<file path="config.mk">
export PLATFORM = sky130hd
export DESIGN_NAME = pair_lane_serializer
export DESIGN_NICKNAME = d
export VERILOG_FILES = /design/src/rtl/pair_lane_serializer.sv
export SDC_FILE = /design/constraint.sdc
export NUM_CORES = 1
export LEC_CHECK = 0
export CORE_MARGIN = 1
export CORE_UTILIZATION = 30
export CTS_BUF_LIST = sky130_fd_sc_hd__clkbuf_4 sky130_fd_sc_hd__clkbuf_8 sky130_fd_sc_hd__clkbuf_16
export DETAILED_ROUTE_END_ITERATION = 8
export PLACE_DENSITY = 0.49
export SLEW_MARGIN = 20
export SYNTH_ARGS = -nofsm -noshare
export SYNTH_HDL_FRONTEND = slang
export SYNTH_SLANG_ARGS = --single-unit
</file>
<file path="constraint.sdc">
create_clock -name clk -period 2.26 [get_ports clk]
set_clock_uncertainty 0.05 [all_clocks]
set_input_delay 0.339 -clock clk [delete_from_list [all_inputs] [get_ports clk]]
set_output_delay 0.339 -clock clk [all_outputs]
set_load 0.05 [all_outputs]
</file>
<file path="src/rtl/pair_lane_serializer.sv">
// Buffers 2*NPAIRS-bit words in a small FIFO and replays each as NPAIRS 2-bit I1/I2 beats.
// Define PAIR_PARITY_EN to append a per-word parity beat {^odd bits, ^even bits}.
module pair_lane_serializer #(
  parameter int NPAIRS = 6,
  parameter int DEPTH  = 4
) (
  input  logic                       clk,
  input  logic                       rst_n,
  input  logic                       in_valid,
  output logic                       in_ready,
  input  logic [2*NPAIRS-1:0]        in_data,
  output logic                       out_valid,
  input  logic                       out_ready,
  output logic                       out_i1,
  output logic                       out_i2,
  output logic                       out_first,
  output logic                       out_last,
  output logic [$clog2(DEPTH+1)-1:0] fifo_level
);

  localparam int W  = 2 * NPAIRS;
  localparam int PW = $clog2(DEPTH);
  localparam int LW = $clog2(DEPTH + 1);
  localparam int BW = $clog2(NPAIRS + 1);
`ifdef PAIR_PARITY_EN
  localparam int NBEATS = NPAIRS + 1;
`else
  localparam int NBEATS = NPAIRS;
`endif
  localparam logic [BW-1:0] LAST_BEAT = BW'(NBEATS - 1);

  typedef enum logic {
    IDLE,
    SEND
  } state_t;

  state_t          state_q, state_d;
  logic [W-1:0]    mem [DEPTH];
  logic [PW-1:0]   wr_ptr_q, wr_ptr_d;
  logic [PW-1:0]   rd_ptr_q, rd_ptr_d;
  logic [LW-1:0]   count_q, count_d;
  logic [W-1:0]    word_q, word_d;
  logic [BW-1:0]   beat_q, beat_d;
  logic [1:0]      pair_sel;
  logic            full, empty, push, pop, beat_accept, last_beat;

  assign full        = (count_q == LW'(DEPTH));
  assign empty       = (count_q == '0);
  assign in_ready    = !full;
  assign push        = in_valid && !full;
  assign out_valid   = (state_q == SEND);
  assign beat_accept = out_valid && out_ready;
  assign last_beat   = (beat_q == LAST_BEAT);
  // The shifter refills from the FIFO when idle or right as the last beat leaves.
  assign pop         = !empty && ((state_q == IDLE) || (beat_accept && last_beat));
  assign fifo_level  = count_q;

  always_comb begin
    wr_ptr_d = wr_ptr_q + PW'(push);
    rd_ptr_d = rd_ptr_q + PW'(pop);
    count_d  = count_q + LW'(push) - LW'(pop);
  end

  always_comb begin
    state_d = state_q;
    beat_d  = beat_q;
    word_d  = word_q;
    case (state_q)
      IDLE: begin
        if (!empty) begin
          state_d = SEND;
          beat_d  = '0;
          word_d  = mem[rd_ptr_q];
        end
      end
      SEND: begin
        if (beat_accept) begin
          if (last_beat) begin
            beat_d = '0;
            if (!empty) begin
              word_d = mem[rd_ptr_q];
            end else begin
              state_d = IDLE;
            end
          end else begin
            beat_d = beat_q + BW'(1);
          end
        end
      end
      default: state_d = IDLE;
    endcase
  end

  always_comb begin
`ifdef PAIR_PARITY_EN
    logic par_even;
    logic par_odd;
    par_even = 1'b0;
    par_odd  = 1'b0;
    for (int k = 0; k < NPAIRS; k++) begin
      par_even = par_even ^ word_q[2*k];
      par_odd  = par_odd ^ word_q[2*k+1];
    end
`endif
    pair_sel = 2'b00;
    for (int k = 0; k < NPAIRS; k++) begin
      if (beat_q == BW'(k)) pair_sel = word_q[2*k +: 2];
    end
`ifdef PAIR_PARITY_EN
    if (beat_q == BW'(NPAIRS)) pair_sel = {par_odd, par_even};
`endif
  end

  assign out_i1    = out_valid && pair_sel[0];
  assign out_i2    = out_valid && pair_sel[1];
  assign out_first = out_valid && (beat_q == '0);
  assign out_last  = out_valid && last_beat;

  // Storage is left unreset; the pointers alone define which entries are live.
  always_ff @(posedge clk) begin
    if (rst_n && push) mem[wr_ptr_q] <= in_data;
  end

  always_ff @(posedge clk) begin
    if (!rst_n) begin
      state_q  <= IDLE;
      wr_ptr_q <= '0;
      rd_ptr_q <= '0;
      count_q  <= '0;
      word_q   <= '0;
      beat_q   <= '0;
    end else begin
      state_q  <= state_d;
      wr_ptr_q <= wr_ptr_d;
      rd_ptr_q <= rd_ptr_d;
      count_q  <= count_d;
      word_q   <= word_d;
      beat_q   <= beat_d;
    end
  end

endmodule

</file>
# [Yosys cells after proc, flatten, opt, wreduce, memory -nomap -nowiden]
# Memory sizes are Yosys's and may differ from the RTL's. A register that Yosys moved wholly into a read port is not among the register bits.
# Index checks and enable logic that the tools add are counted.
[word_totals] ff_bits=23 ramBits=48 word_cells=59 n_memories=1
[memory_table] name="mem" words=4 word_bits=12 read_ports=1 rd_clocked_by_memory_dff=1 wr=1 line="38" rtl="logic [W-1:0] mem [DEPTH];"
[classes] addsub=5 n_eq_ne=9 mux=21 n_bitwise=1 n_reduce_logical=16
[ops] operator="12-bit two-way mux" n=3
[ops] operator="12-bit one-hot mux with 2 select lines" n=1
[ops] operator="2-bit two-way mux" n=7
[ops] operator="3-bit == test (second input constant)" n=3
[ops] operator="1-bit logical AND" n=9
[ops] operator="3-bit two-way mux" n=3
[ops] operator="3-bit by 2-bit == test with 1-bit output (second input constant)" n=2
[ops] operator="3-bit logical NOT" n=2
[ops] operator="3-bit one-hot mux with 2 select lines" n=1
[ops] operator="1-bit two-way mux" n=5
[ops] operator="2-bit by 1-bit adder with 2-bit output" n=2
[ops] operator="2-bit by 1-bit != test with 1-bit output (second input constant)" n=2
[ops] operator="2-bit AND reduction" n=2
[ops] operator="3-bit by 1-bit adder with 3-bit output" n=1
[ops] operator="3-bit by 1-bit adder with 3-bit output (second input constant)" n=1
[ops] operator="3-bit by 1-bit == test with 1-bit output (second input constant)" n=1
[ops] operator="3-bit by 1-bit subtractor with 3-bit output" n=1
[ops] operator="1-bit logical NOT" n=2
[ops] operator="2-bit != test (second input constant)" n=1
[ops] operator="1-bit one-hot mux with 2 select lines" n=1
[ops] operator="1-bit logical OR" n=1
[ops] operator="1-bit inverter" n=1

# [Depth between registers and ports, before layout]
[logic_depth] depth_word=8 depth_mapped=11 mapped_depth_nobuf=9

# [Worst setup path before layout]
# No wires, ideal clock.
[synth_timing] path_kind="reg2out" start="register state_q (netlist: out_valid)" end="output out_i1" arrival_time_ns=2.920 required_time_ns=1.871 setup_slack_ns=-1.049 stages_incl_launch_ff=5 cell_sequence="dfxtp_1 clkbuf_1 nor3b_1 nand2_1 o21ai_0"
[synth_between] elab_chain_len=1
[synth_rtl] element="start, declared" line="37" rtl="state_t state_q, state_d;"
[synth_rtl] element="start signal, assigned" line="133" rtl="state_q <= state_d;"
[synth_rtl] element="1-bit logical AND" line="114" rtl="assign out_i1 = out_valid && pair_sel[0];"
[synth_rtl] element="end, declared" line="14" rtl="output logic out_i1,"
# Every way passes these cells.

# [Worst setup path in the final report]
[layout_timing] start="register beat_q[2]" end="output out_i1"
[layout_between] elab_chain_len=8 word_cells_on_any_way=13 classes_between="5 x eq/ne; 6 x mux; 2 x reduce/logical"
[layout_rtl] element="start, declared" line="43" rtl="logic [BW-1:0] beat_q, beat_d;"
[layout_rtl] element="start signal, assigned" line="138" rtl="beat_q <= beat_d;"
[layout_rtl] element="3-bit logical NOT" line="107" rtl="if (beat_q == BW'(k)) pair_sel = word_q[2*k +: 2];"
[layout_rtl] element="2-bit two-way mux (5 in a row)" line="107"
[layout_rtl] element="2-bit two-way mux *" line="107"
[layout_rtl] element="1-bit logical AND *" line="114"
# Every way passes the cells marked *; elsewhere a longest branch is shown, timed or not.

==> results <==
- From synthesis to final layout, the design area changed by 28.55%.
- The die covers 10190 um2.
- Measured along the x axis, the die boundary spans 100.9 um.
- In this run the static leakage power is roughly 1.3 nW.
- Of all cell types, the one taking the most synthesized area is sky130_fd_sc_hd__edfxtp_1.
- Across all setup checks in the final design, the least slack found is between 100 and 150 ps.
- The CTS tree is built.
- Buffers placed on the I/O ports in this run total 24.
- The tree is rooted in a sky130_fd_sc_hd__clkbuf_8.
- The final routed DRC violation total is 0.
- The library cells used most frequently in the layout, excluding fill and tap cells, are 48 x sky130_fd_sc_hd__edfxtp_1, 20 x sky130_fd_sc_hd__clkdlybuf4s50_1, 19 x sky130_fd_sc_hd__nor2b_1, 19 x sky130_fd_sc_hd__dfxtp_1.
- The path type of the worst min-delay path is reg2reg.
- Dividing the detail-routed wire length by the instance count gives 14.59 um.
- In this run the mean area of a mapped cell was ~15 um2.
- The number of global-route vias before repair is 1598.
- The number of vias in the routed layout is between 1500 and 2000.
- The pin count of the biggest net entering global routing is 17.
- The synthesized design contains 48 enable-type register cells.
- The length in cells of the worst reg-to-reg path is 9.
- The path with the worst hold slack has its endpoint at word_q[9].
- In this run the vertical extent of the chip is between 100 and 150 um.
- The initial antenna violation count came to 0.
- In this run the remaining antenna-violating nets after routing total 0.
- Synthesis handed over a netlist of between 150 and 200 instances.
- The number of placement rows is 35.
- For the worst setup path, the data arrival time is ~1800 ps.
- The share of the synthesized area in the top cell type is 0.4908.
- Broken down by cell family, the worst path's largest delay share belongs to compound AO/OA/AOI/OAI gates.
- The number of antenna diodes in the final layout is 0.
- In this run the post-CTS setup repair buffer count came out at 0.
- The net count after synthesis is 217.
- Setup repair after global routing left no endpoint under its margin.
- VDD sags by at most 349.4 uV.
- The total power divided by cell area is around 1100 nW/um2.
- For this run, the leading register cell type out of synthesis is sky130_fd_sc_hd__edfxtp_1.
- The total clock sinks is a little over 70.
- By startpoint and endpoint, the worst setup path is classified as reg2out.
- Gates resized during post-CTS repair numbered 1.
- The clock period could shrink to approximately 2100 ps.
- The critical path goes through buf_4, inv_1, ha_1, nand2_1, o21ai_0, a31oi_1, o21ai_2, buf_12.
- TritonCTS created 9 clock buffers.
- STA classifies the critical path endpoint as a primary output.
- The count of placed standard cells including taps is around 360.
- In this run the cell area of the synthesized design comes to 2937 um2.
- The worst slew margin relative to its limit is 0.6705.
- The library cell used most frequently in the layout, excluding fill and tap cells, is sky130_fd_sc_hd__edfxtp_1.
- The iteration-0 DRC count of the detailed router is 42.
- The logic depth of the worst setup path including buffers is 8.
- The largest single stage delay on the critical path is ~360 ps.
- The HPWL after detailed placement is approximately 3600 um.
- The startpoint identified for the worst hold timing path is word_q[9].
- Global routing finished with a remaining overflow of 0.
- The total number of nets in the final design is between 200 and 300.
- For this run, the number of Yosys warnings is 0.
- The endpoint identified for the worst register-to-register timing path is fifo_level[2].
- The finished layout holds between 300 and 400 standard cells, fillers aside.
- The final worst-path cycle share is 0.9505.
- The transition time at the pin with the least slew margin is a little under 500 ps.
- The count of final max-slew check failures was 0.
- The combined buffer and inverter count along the critical path is 3.
- Max-cap violations in this run came to 0.
- By area the synthesized netlist is led by sky130_fd_sc_hd__edfxtp_1 49%, sky130_fd_sc_hd__dfxtp_1 16%, sky130_fd_sc_hd__mux4_2 9.2%, sky130_fd_sc_hd__mux2i_1 4.8%, sky130_fd_sc_hd__nor2b_1 4.0%.
- The flow ran to the end, and the final reports show no timing, DRC or antenna violations.
- The area of the placeable core is 9371 um2.
- Buffers inserted to repair hold after CTS numbered 0.
- Along the worst hold path, the cell count comes to 2.
- The number of failing hold endpoints at the final stage is 0.
- The proportion of layout cells with a drive suffix above 1 is 0.2653.
- The register bit count reported by yosys is just over 70.
- Fill cells in the final layout number roughly 900.
- The maximum clock rate is roughly 0.47 GHz.
- Among all stages on the critical path, the largest delay is contributed by sky130_fd_sc_hd__dfxtp_1.
- The number of failing setup endpoints in the final timing report is 0.
- The synthesized netlist contains 30 unique library cells.
- The first global-routing pass estimated about 8500 um of wire.
- Timing analysis after detailed placement gives a worst setup slack of -189.2 ps.
- The worst-case register-to-register setup slack is roughly 120 ps.
- Data on the critical path is required at its endpoint by around 1900 ps.
- The boundary pin count is 25.
- In this run the worst path has a maximum fanout of 5.
- The clock passes through at most 2 buffers.
- The clock latency of the later-clocked register in the worst-skew pair is approximately 340 ps.
- The clock slew seen by the registers of the worst setup and hold paths is ~70 ps.
- The type of element launching the critical path is a register.
- The placer congestion estimate is 0.7082.
- The first detailed-routing pass took 4 iterations.
- The global router's overall resource usage is 0.1185.
- In this run the critical register-to-register path is launched from fifo_level[0].
- The design draws slightly above 4 mW.
- Of all flip-flops after synthesis, the portion carrying an async set or reset was 0.
- The share of the Yosys chip area taken by registers is 0.6476.
- For this configuration, the core starts out at a cell density of 0.3134.
- The total length of routed wires is around 5500 um.
- The H-tree depth is 3.
- Using the TritonRoute via totals, the vias-per-cell ratio works out to between 4 and 5.
## per-layer routing
metal | vias up | part of all wire | global-route usage
met5 | - | 0 | 0
met4 | 0 | 0.031 | 0.06577
met3 | 12 | 0.032 | 0.03398
met2 | 35 | 0.45 | 0.1844
met1 | 798 | 0.48 | 0.1486
li1 | 816 | - | -
## where the power goes
group          total, mW  internal [mW]  switching [mW]
Combinational       1.33          0.669           0.659
Clock               1.11          0.625           0.485
Sequential          1.67           1.57          0.0945
Total               4.11           2.87            1.24
## cells in the mapped netlist (4+ instances only)
cell / number
sky130_fd_sc_hd__edfxtp_1: 48
sky130_fd_sc_hd__dfxtp_1: 23
sky130_fd_sc_hd__nor2b_1: 19
sky130_fd_sc_hd__mux2i_1: 14
sky130_fd_sc_hd__nand2_1: 13
sky130_fd_sc_hd__mux4_2: 12
sky130_fd_sc_hd__clkbuf_1: 8
sky130_fd_sc_hd__o21ai_0: 8
sky130_fd_sc_hd__and2_1: 6
sky130_fd_sc_hd__inv_1: 5
sky130_fd_sc_hd__nor2_1: 5
sky130_fd_sc_hd__nand3_1: 4
## sequential cells by signal (all words and copies together) (netlist names)
signal,flops
mem,48
word_q,12
beat_q,3
fifo_level,3
rd_ptr_q,2
wr_ptr_q,2
out_valid,1
## tightest hold or removal path, delay by kind of cell (launching register included)
family,cells,cell delay (ps)
mux,1,60
simple gates,1,90
flops,1,330
## worst max path at each step
stage / start / slack [ps] / endpoint
6_report: beat_q[2] / 110 / out_i1
3_5_place_dp: out_ready / -190 / fifo_level[2]
3_3_place_gp: out_ready / -190 / fifo_level[2]
2_1_floorplan: beat_q[1] / -350 / out_i1
5_1_grt: beat_q[2] / 20 / out_i2
4_1_cts: beat_q[2] / 30 / out_i1
## area by class of cell
| class | instances | area, um2 | share of cell area |
|---|---|---|---|
| Clock inverter | 7 | 96.34 | 0.02552 |
| Inverter | 5 | 18.77 | 0.004972 |
| Multi-Input combinational cell | 110 | 985.9 | 0.2612 |
| Timing Repair Buffer | 43 | 476.7 | 0.1263 |
| Clock buffer | 9 | 123.9 | 0.03281 |
| Sequential cell | 71 | 1912 | 0.5065 |
| Tap cell | 129 | 161.4 | 0.04276 |
## per-stage QoR
step	hold slack [ps]	setup TNS (ps)	utilization	cell area, um2
final	466.8	0	0.4028	3775
after global routing	485.8	0	0.4028	3775
after CTS	476.1	0	0.4020	3767
after detailed placement	456.6	-290.3	0.3785	3547
after global placement	444.0	-284.2	0.3785	3547
after floorplan	387.9	-564.1	-	2982
## logic make-up (layout without fill, tap and decap cells)
logic type	count (synthesis)	count (layout)	share of synthesized area
AND/OR/NAND/NOR	57	57	0.1095
buffers and inverters	16	64	0.03110
adder cells (fa/ha/maj)	4	4	0.01960
flip-flops	71	71	0.6476
multiplexers	26	26	0.1398
AO/OA/AOI/OAI	18	18	0.03750
XOR/XNOR	5	5	0.01492
Note: power is estimated with default switching activity, not from simulation.
